File: src/rtl/rdata_chan_mngr.sv
// Manager-side AXI read data receiver: assembles 4-beat x 32-bit R bursts into a
// 128-bit line, holds it until acknowledged, and flags rlast/rid protocol errors.
module rdata_chan_mngr #(
  parameter int BEAT_W = 32,
  parameter int BURST  = 4,
  parameter int ID_W   = 4
) (
  input  logic                      clk,
  input  logic                      rst,
  input  logic                      rvalid,
  output logic                      rready,
  input  logic [ID_W-1:0]           rid,
  input  logic [BEAT_W-1:0]         rdata,
  input  logic                      rlast,
  output logic                      rdata_m_valid,
  output logic [ID_W-1:0]           rdata_m_id,
  output logic [BEAT_W*BURST-1:0]   rdata_m_data,
  input  logic                      rdata_m_ack,
  output logic                      rdata_m_err,
  input  logic                      err_clr
);

  localparam int LINE_W = BEAT_W * BURST;

  typedef enum logic [1:0] {
    RIDLE = 2'd0,
    RRECV = 2'd1,
    RHOLD = 2'd2,
    RDEFO = 2'd3
  } state_t;

  state_t              state_r;
  state_t              state_nxt_s;
  logic [1:0]          beat_cnt_r;
  logic [1:0]          beat_cnt_nxt_s;
  logic [LINE_W-1:0]   line_nxt_s;
  logic [ID_W-1:0]     id_nxt_s;
  logic                err_set_s;
  logic                err_nxt_s;
  logic                accept_s;

  // Insert one beat into its lane, leaving the other lanes untouched.
  function automatic logic [LINE_W-1:0] lane_write(
    input logic [LINE_W-1:0] line,
    input logic [1:0]        idx,
    input logic [BEAT_W-1:0] beat
  );
    logic [LINE_W-1:0] res;
    res = line;
    for (int k = 0; k < BURST; k++) begin
      if (idx == k[1:0]) begin
        res[k*BEAT_W +: BEAT_W] = beat;
      end else begin
        res = res;
      end
    end
    return res;
  endfunction

  assign accept_s = rvalid & rready;

  // State register.
  always_ff @(posedge clk or posedge rst) begin
    if (rst) begin
      state_r <= RIDLE;
    end else begin
      state_r <= state_nxt_s;
    end
  end

  // Next-state, lane/id capture and protocol-error detection.
  always_comb begin
    state_nxt_s    = state_r;
    beat_cnt_nxt_s = beat_cnt_r;
    line_nxt_s     = rdata_m_data;
    id_nxt_s       = rdata_m_id;
    err_set_s      = 1'b0;
    case (state_r)
      RIDLE: begin
        if (accept_s) begin
          line_nxt_s     = lane_write(rdata_m_data, 2'd0, rdata);
          id_nxt_s       = rid;
          beat_cnt_nxt_s = 2'd1;
          if (rlast) begin
            state_nxt_s = RHOLD;
            err_set_s   = 1'b1;
          end else begin
            state_nxt_s = RRECV;
          end
        end else begin
          state_nxt_s = RIDLE;
        end
      end
      RRECV: begin
        if (accept_s) begin
          line_nxt_s = lane_write(rdata_m_data, beat_cnt_r, rdata);
          // A mismatching rid still lands its data; the captured id is kept.
          if (rid != rdata_m_id) begin
            err_set_s = 1'b1;
          end else begin
            err_set_s = 1'b0;
          end
          if (beat_cnt_r == 2'd3) begin
            state_nxt_s = RHOLD;
            if (!rlast) begin
              err_set_s = 1'b1;
            end else begin
              err_set_s = err_set_s;
            end
          end else if (rlast) begin
            state_nxt_s = RHOLD;
            err_set_s   = 1'b1;
          end else begin
            beat_cnt_nxt_s = beat_cnt_r + 2'd1;
          end
        end else begin
          state_nxt_s = RRECV;
        end
      end
      RHOLD: begin
        if (rdata_m_ack) begin
          state_nxt_s    = RIDLE;
          beat_cnt_nxt_s = 2'd0;
          line_nxt_s     = '0;
        end else begin
          state_nxt_s = RHOLD;
        end
      end
      RDEFO: begin
        state_nxt_s    = RIDLE;
        beat_cnt_nxt_s = 2'd0;
        line_nxt_s     = '0;
      end
      default: begin
        state_nxt_s    = RIDLE;
        beat_cnt_nxt_s = 2'd0;
        line_nxt_s     = '0;
      end
    endcase

    // A fresh error outranks a simultaneous clear.
    if (err_set_s) begin
      err_nxt_s = 1'b1;
    end else if (err_clr) begin
      err_nxt_s = 1'b0;
    end else begin
      err_nxt_s = rdata_m_err;
    end
  end

  // Registered outputs: handshake decoded from the next state, never from rvalid.
  always_ff @(posedge clk or posedge rst) begin
    if (rst) begin
      beat_cnt_r    <= 2'd0;
      rready        <= 1'b0;
      rdata_m_valid <= 1'b0;
      rdata_m_id    <= '0;
      rdata_m_data  <= '0;
      rdata_m_err   <= 1'b0;
    end else begin
      beat_cnt_r    <= beat_cnt_nxt_s;
      rready        <= (state_nxt_s == RIDLE) || (state_nxt_s == RRECV);
      rdata_m_valid <= (state_nxt_s == RHOLD);
      rdata_m_id    <= id_nxt_s;
      rdata_m_data  <= line_nxt_s;
      rdata_m_err   <= err_nxt_s;
    end
  end

endmodule

File: config.mk
export PLATFORM = sky130hd
export DESIGN_NAME = rdata_chan_mngr
export DESIGN_NICKNAME = d
export VERILOG_FILES = /design/src/rtl/rdata_chan_mngr.sv
export SDC_FILE = /design/constraint.sdc
export NUM_CORES = 1
export LEC_CHECK = 0
export ABC_AREA = 1
export CAP_MARGIN = 20
export CELL_PAD_IN_SITES_DETAIL_PLACEMENT = 1
export CELL_PAD_IN_SITES_GLOBAL_PLACEMENT = 1
export CORE_UTILIZATION = 39
export CTS_BUF_LIST = sky130_fd_sc_hd__clkbuf_8
export DETAILED_ROUTE_END_ITERATION = 6
export HOLD_SLACK_MARGIN = 0.15
export PLACE_DENSITY_LB_ADDON = 0.1
export REMOVE_ABC_BUFFERS = 1
export SYNTH_ARGS = -nofsm -noshare
export SYNTH_HDL_FRONTEND = slang
export SYNTH_SLANG_ARGS = --single-unit
File: constraint.sdc
create_clock -name clk -period 14.9 [get_ports clk]
set_input_delay 2.98 -clock clk [delete_from_list [all_inputs] [get_ports clk]]
set_output_delay 2.98 -clock clk [all_outputs]
set_load 0.005 [all_outputs]
==> impl_metrics.ini <==
[pwr]
p_leak_nw = 3.47
max-vdd-ir-drop_mv = 0.102
power.density_mw_per_mm2 = 212

[logic_synthesis]
synthesis.area_mm2 = 0.00558
ys.flop_type = dfrtp_1
synthXorXnorAreaFrac_pct = 0
synth_area_per_cell_um2 = 9.76
synth_top_area_cell = dfrtp_1
yosys.area_share.simple_pct = 17.7
synth_compound_area_share_pct = 14.2
netlist.area_leader.share_pct = 62.4
synth.most_common_cell = nand2_1
synthArstFlopShare_pct = 100
ys_top_cells_by_count = nand2_1 (217), dfrtp_1 (139), o21ai_1 (86)
synthCells = 571
synth_edf_count = 0
ys_seq_area_share_pct = 62.4
synthAdderAreaFrac_pct = 0.898
ys_top_cells_by_area = dfrtp_1 (62%), nand2_1 (15%), o21ai_1 (7.7%)
synth_top_family_by_area = simple AND/OR/NAND/NOR gates
synth.area.mux_share_pct = 0
ys_ff_latch = 139
synth_cell_types = 24
ys_warn_count = 0

[sta]
slew_headroom_pct = 34.6
final.setup.tns_ps = 0
rsz0062_at_grt = false
clock_skew_ps = 11.3
report.final.slew_viol_count = 0
hold_viol_final = 0
period_share_pct = 31.4
worst_pin_slew_ps = 979
timing.final.crit_period_ps = 4680
setup_violations = 0
fmax_ghz = 0.214

[global_route]
grt_pass1_wl_um = 25700
overflow = 0
grt.total_usage_pct = 22.9
antenna_found_initial = 0
grt_max_degree = 71
grt_pass1_vias = 4887

[clock_network]
cts-resized-gates = 0
clockBufferDepth = 2
cts_tree = built
cts_made_buffers = 17
h-tree-depth = 4
cts-hold-fix-buffers = 0
post-cts-setup-buffers = 0
clock_latency_ps = 430
clk_pin_slew_ps = 70
cts_root_buf = clkbuf_8
clock_sinks = 139

[layout]
areaGrowthSynthToFinish_pct = 40.7
drive_gt1_share_pct = 9.43
final_area_mm2 = 0.00785
diodes = 0
nNetsFinal = 786

[die]
dieWidth_um = 122
ioPinCount = 177
die_y_um = 122
core_area_mm2 = 0.0139
rows = 43
fp.dieArea_mm2 = 0.0148
initial_core_util_pct = 40.0

[setup_path]
cp.arrival_ps = 4960
path_max_fanout = 64
start_kind = primary input
worst-setup-path-type = primary input to flip-flop
required_ps = 15180
crit_start = rdata_m_ack
cp-end-kind = flip-flop
r2r-start = state_r[1]$_DFF_PP0_

[place]
dp_hpwl_um = 10500
portBuffers = 176
post_dp_cell_area_mm2 = 0.00738
place_congestion = 0.774

[drt]
drt_pass1_iterations = 4
drc = 0
vias_per_cell = 4.89
drt_iter0_drc = 174
wl_per_cell_um = 17.0
wirelength_um = 15800
num_vias = 4563
drtAntennaViolNets = 0

[worst_hold_path]
hold_path_class = flip-flop to flip-flop
hp-start = rdata_m_data[49]$_DFFE_PP0P_

[flow_run]
maxCapViolCount = 0

[outcome]
outcome = completed
power by group:
part,switching [W],internal [W]
combinational,0.000378,0.000364
sequential,0.0000882,0.000526
clock,0.000142,0.000166
flip-flops by register name, summed over array words and instances (netlist names):
name           flops
rdata_m_id         4
state_r            2
rdata_m_err        1
rdata_m_valid      1
rdata_m_data     128
rready             1
beat_cnt_r         2
metrics by stage:
stage | worst slack [ps] | util [%] | power (W) | instances | hold WS [ps]
final | 10220 | 56.3 | 0.00166 | 933 | 491
after global routing | 10000 | 56.3 | 0.00179 | 933 | 518
after CTS | 10140 | 55.9 | 0.00168 | 930 | 493
after detailed placement | 9670 | 53.0 | 0.00136 | 898 | 475
after global placement | 9780 | 53.0 | 0.00132 | 898 | 466
after floorplan | 8200 | - | 0.000920 | 540 | 470
layer usage:
layer,up-vias,GRT usage (%),wire length (um)
met5,-,0,0
met4,0,8.87,304
met2,107,39.0,8070
met1,2244,28.1,6790
li1,2194,-,-
met3,18,5.20,676
layout make-up:
cell class	count	area, um2
clock buffer	21	289
clock inverter	11	118
fill	1552	6090
inverter	17	68.8
multi-input combinational	384	1830
sequential	139	3480
tap	180	225
timing repair buffer	181	1840
critical path, stage by stage:
cell,delay [ps]
clkdlybuf4s50_1,470
nor2_1,60
nand2_2,250
nand4_4,780
nand2_1,310
o21ai_1,110
placed cells by master (no fill, tap or decap):
master	instances
a211oi_1	1
a21oi_1	1
buf_12	3
buf_4	2
bufinv_16	2
clkbuf_8	21
clkdlybuf4s50_1	176
clkinv_2	5
clkinv_4	2
clkinvlp_4	2
dfrtp_1	139
ha_1	4
inv_1	14
inv_2	2
inv_6	1
nand2_1	217
nand2_2	2
nand2_4	1
nand3_1	2
nand4_1	1
nand4_4	3
nor2_1	11
nor2_4	1
o211ai_4	1
o21ai_0	29
o21ai_1	86
o21ai_2	20
o22ai_1	1
or2_2	3
final timing paths:
kind	slack, ps	to	depth (start not counted)
max in group asynchronous	10540	rdata_m_data[110]$_DFFE_PP0P_	3
hold / removal	490	rdata_m_data[49]$_DFFE_PP0P_	2
setup / recovery	10220	rdata_m_data[116]$_DFFE_PP0P_	6
hold reg to reg	490	rdata_m_data[49]$_DFFE_PP0P_	2
setup reg to reg	11980	rdata_m_data[15]$_DFFE_PP0P_	6
min in group asynchronous	3000	rdata_m_data[7]$_DFFE_PP0P_	2
cell families (layout without fill, tap and decap cells):
family,Yosys count,in the layout
simple gates,241,241
compound gates,139,139
flops,139,139
buf+inv,48,230
fa+ha+maj,4,4
Note: power is estimated with default switching activity, not from simulation.
==> RTL change 1: new RTL, same settings <==
Register the output `rdata_m_err` once more, without a reset; this adds one clock of latency there. The other outputs are not delayed to match.
--- a/src/rtl/rdata_chan_mngr.sv
+++ b/src/rtl/rdata_chan_mngr.sv
@@ -30,2 +30,4 @@
   } state_t;
+
+  logic rdata_m_err_s0;
 
@@ -146,3 +148,3 @@
     end else begin
-      err_nxt_s = rdata_m_err;
+      err_nxt_s = rdata_m_err_s0;
     end
@@ -158,3 +160,3 @@
       rdata_m_data  <= '0;
-      rdata_m_err   <= 1'b0;
+      rdata_m_err_s0 <= 1'b0;
     end else begin
@@ -165,4 +167,8 @@
       rdata_m_data  <= line_nxt_s;
-      rdata_m_err   <= err_nxt_s;
+      rdata_m_err_s0 <= err_nxt_s;
     end
+  end
+
+  always_ff @(posedge clk) begin
+    rdata_m_err <= rdata_m_err_s0;
   end
Formal check against the unedited RTL: not equivalent (Yosys sat finds a counterexample within 4 cycles, from zero or initial values and one cycle with rst high).
==> RTL change 1 against the unedited design <==
Worst setup slack better by 0.23 ns. Design area rose by 0.85%. Total power up 1.7%. Hold slack got worse by 0.097 ns. Non-clock buffer count grew 1. Sequential cell count up 1. Area after synthesis increased by 0.36%. Routed wire length up 1.6%. Highest routed layer unchanged.
==> RTL change 1: results (changes against the unedited design) <==
Run status: finished clean (unchanged)
Adder and majority cell fraction of the synthesized area: 0.008945 (was 0.008977)
Worst-margin pin slew: 0.8399 ns (was 0.9785 ns)
Placed Area: 0.007400 sq mm (was 0.007380 sq mm)
Post-DP HPWL: 10450 um (was 10460 um)
Critical Path Start: rdata_m_ack (unchanged)
Mux cell area share after synthesis: 0 (unchanged)
Clock Skews: 0.01034 ns (was 0.01133 ns)
Fraction of layout cells with a size suffix above 1: 0.09536 (was 0.09429)
Non-CTS buffers: 182 (was 181)
Synth Area in Compound Gates: 0.1413 (was 0.1418)
Global-route wire length before repair: 25720 um (was 25650 um)
Setup slack, reg-to-reg: 12.04 ns (was 11.98 ns)
Vias per cell: 4.949 (was 4.891)
Flops & latches, synth: 140 (was 139)
NonClk Buf Share: 0.2366 (was 0.2341)
Hold Path Origin: rdata_m_err_s0 (was rdata_m_data[49])
CP Max Fanout: 38 (was 64)
Synth cell types: 25 (was 24)
Post-synthesis sequential area ratio: 0.6252 (was 0.6239)
Asr flop ratio synth: 0.9929 (was 1.000)
Met1 Usage GRT: 0.2801 (was 0.2807)
Register area: 0.003498 sq mm (was 0.003478 sq mm)
Slowest library cell on the worst path: buf_4 (was nand4_4)
GRT Total Usage: 0.2288 (was 0.2286)
Psw: 623.5 uW (was 608.3 uW)
Vias in the first global route: 4884 (was 4887)
Hold endpoint: rdata_m_err (was rdata_m_data[49])
Fin area: 0.007913 sq mm (was 0.007846 sq mm)
GR met2 Demand/Resource: 0.3898 (was 0.3903)
Post-place setup slack: 9.683 ns (was 9.666 ns)
Leakage Power: 3.476 nW (was 3.469 nW)
Number of DRC markers in iteration 0: 224 (was 174)
Clock buf count: 18 (was 21)
Tap Count: 180 (unchanged)
Filler cells: 1555 (was 1552)
Worst skew pair latency: 0.45 ns (was 0.43 ns)
PortBufs: 176 (unchanged)
Final period util: 0.2983 (was 0.3140)
Largest net degree at the start of global routing: 84 (was 71)
CP delay by family, top: buffers and inverters (was simple AND/OR/NAND/NOR gates)
Met3 Use GR: 0.05618 (was 0.05197)
WHS Path Cells: 0 (was 2)
Highest cell delay on the worst timing path: 0.51 ns (was 0.78 ns)
Wire per inst: 17.21 um (was 16.98 um)
Worst ir drop on vdd: 0.1170 mV (was 0.1024 mV)
Final Net Count: 788 (was 786)
Clock-cell share: 0.05281 (was 0.05183)
GRT overflow: 0 (unchanged)
GP Congestion: 0.7657 (was 0.7741)
Initial antenna violation count: 0 (unchanged)
YS warnings: 0 (unchanged)
-- RTL change 1: per-layer routing --
metal	part of all wire	routed length, um
met3	0.049	781
met5	0	0
met4	0.015	246
met2	0.51	8149
met1	0.43	6909
-- RTL change 1: power by group through the flow --
stage                     combinational (mW)  sequential [mW]  clock (mW)
final                                  0.753            0.620       0.321
after floorplan                        0.298            0.626           0
after global placement                 0.711            0.619           0
after global routing                   0.832            0.637       0.346
after detailed placement               0.739            0.627           0
after CTS                              0.744            0.622       0.330
-- RTL change 1: through the flow --
step	hold WS [ns]	std cells
floorplan	0.3475	541
global placement	0.3602	899
detailed placement	0.3783	899
CTS	0.3931	931
global route	0.4030	935
finish	0.3939	935
-- RTL change 1: cell families after synthesis --
| logic type | count (synthesis) |
|---|---|
| compound gates | 139 |
| fa+ha+maj | 4 |
| buf+inv | 48 |
| flops | 140 |
| simple gates | 241 |
==> RTL change 2: new RTL, same settings <==
Made on the original files. Change the parameter `BEAT_W` from 32 to 64.
--- a/src/rtl/rdata_chan_mngr.sv
+++ b/src/rtl/rdata_chan_mngr.sv
@@ -3,3 +3,3 @@
 module rdata_chan_mngr #(
-  parameter int BEAT_W = 32,
+  parameter int BEAT_W = 64,
   parameter int BURST  = 4,
Ports: changed (resized rdata and rdata_m_data); port bits go from 177 to 337. The function was not compared with the original's and may differ.
==> RTL change 2 against the unedited design <==
Synthesized cell count grew 86%. Design area grew 87%. Total power grew 86%. Largest power group unchanged. Count of clock-buffer cells in the layout grew 37. Sequential cell count grew 128. Combinational power grew 75%. Worst setup slack lost 0.17 ns. Maximum frequency shrank 3.5%. Via count grew 89%. Sequential share of layout area grew 1.3 points. Routed wire length grew 100%. Clock power grew 110%. Area after synthesis grew 83%.
==> RTL change 2: results (changes against the unedited design) <==
Worst ir drop on vdd: 0.1557 mV (was 0.1024 mV)
Hold endpoint: rdata_m_data[192] (was rdata_m_data[49])
Cts bufs inserted: 45 (was 17)
Synth cell types: 19 (was 24)
GR met2 Demand/Resource: 0.3975 (was 0.3903)
Hold Path Origin: rdata_m_data[192] (was rdata_m_data[49])
Worst-margin pin slew: 0.9282 ns (was 0.9785 ns)
GRT Total Usage: 0.2412 (was 0.2286)
Met3 Use GR: 0.07045 (was 0.05197)
Crit path to: rdata_m_data[157] (was rdata_m_data[116])
Number of DRC markers in iteration 0: 558 (was 174)
Post-DP HPWL: 21440 um (was 10460 um)
Critical Path Start: rvalid (was rdata_m_ack)
Placed Area: 0.01370 sq mm (was 0.007380 sq mm)
Vias per cell: 4.943 (was 4.891)
Worst R2R End: rdata_m_data[17] (was rdata_m_data[15])
Clock Skews: 0.02282 ns (was 0.01133 ns)
Setup slack, reg-to-reg: 12.02 ns (was 11.98 ns)
Fraction of layout cells with a size suffix above 1: 0.05787 (was 0.09429)
Worst EP arrival: 5.22 ns (was 4.96 ns)
Synth cell count leaders: nand2_1 (408), dfrtp_1 (267), o21ai_0 (185) (was nand2_1 (217), dfrtp_1 (139), o21ai_1 (86))
Largest net degree at the start of global routing: 129 (was 71)
PortBufs: 336 (was 176)
Clk buf depth: 3 (was 2)
Top post-synthesis cells by area: dfrtp_1 (65%), nand2_1 (15%), o21ai_0 (9.1%) (was dfrtp_1 (62%), nand2_1 (15%), o21ai_1 (7.7%))
Initial antenna violation count: 1 (was 0)
Leakage Power: 6.535 nW (was 3.469 nW)
Run status: finished clean (unchanged)
PD cells: 211.7 mW/mm^2 (was 212.1 mW/mm^2)
Global-route wire length before repair: 50250 um (was 25650 um)
Post-synthesis sequential area ratio: 0.6540 (was 0.6239)
[RTL change 2: cell count changes in the layout (fill, tap and decap cells not counted), moves of 5 or more]
cell	unedited run	this run
buf_4	2	10
dfrtp_1	139	267
o21ai_1	86	80
o21ai_0	29	185
inv_1	14	31
clkbuf_8	21	58
nor2_1	11	16
clkdlybuf4s50_1	176	336
nand2_1	217	408
o21ai_2	20	0
[RTL change 2: layout make-up]
type | instances | share of cell area
antenna | 1 | 0.0001709
clock buffer | 58 | 0.05453
clock inverter | 21 | 0.007692
inverter | 18 | 0.005128
multi-input combinational | 706 | 0.2111
sequential | 267 | 0.4564
tap | 330 | 0.02821
timing repair buffer | 347 | 0.2368
[RTL change 2: cell families after synthesis]
logic type	synth area share
simple gates	0.1611
compound gates	0.1333
flops	0.6540
buf+inv	0.04679
fa+ha+maj	0.004899
[RTL change 2: critical path: stages]
cell	delay (ns)
clkdlybuf4s50_1	0.43
nand2_1	0.16
nand2_1	0.19
nand3_4	0.52
buf_4	0.67
o21ai_0	0.22
[RTL change 2: stage by stage]
stage	power, mW	setup WS [ns]	instances	hold WS (ns)
6_report	3.099	10.05	1748	0.4813
5_1_grt	3.324	9.814	1747	0.5007
4_1_cts	3.143	10.06	1746	0.4856
3_5_place_dp	2.467	9.498	1667	0.4716
3_3_place_gp	2.417	9.597	1667	0.4641
2_1_floorplan	1.659	4.566	991	0.4703
[RTL change 2: report_power, final]
part	switching (mW)	internal (mW)	total, mW
Clock	0.289	0.364	0.654
Combinational	0.700	0.604	1.30
Sequential	0.151	0.989	1.14
Total	1.14	1.96	3.10
[RTL change 2: layer usage]
metal | routed length (um) | up-vias
li1 | - | 4095
met4 | 1121 | 2
met5 | 11 | -
met1 | 13110 | 4188
met3 | 2522 | 67
met2 | 15320 | 289
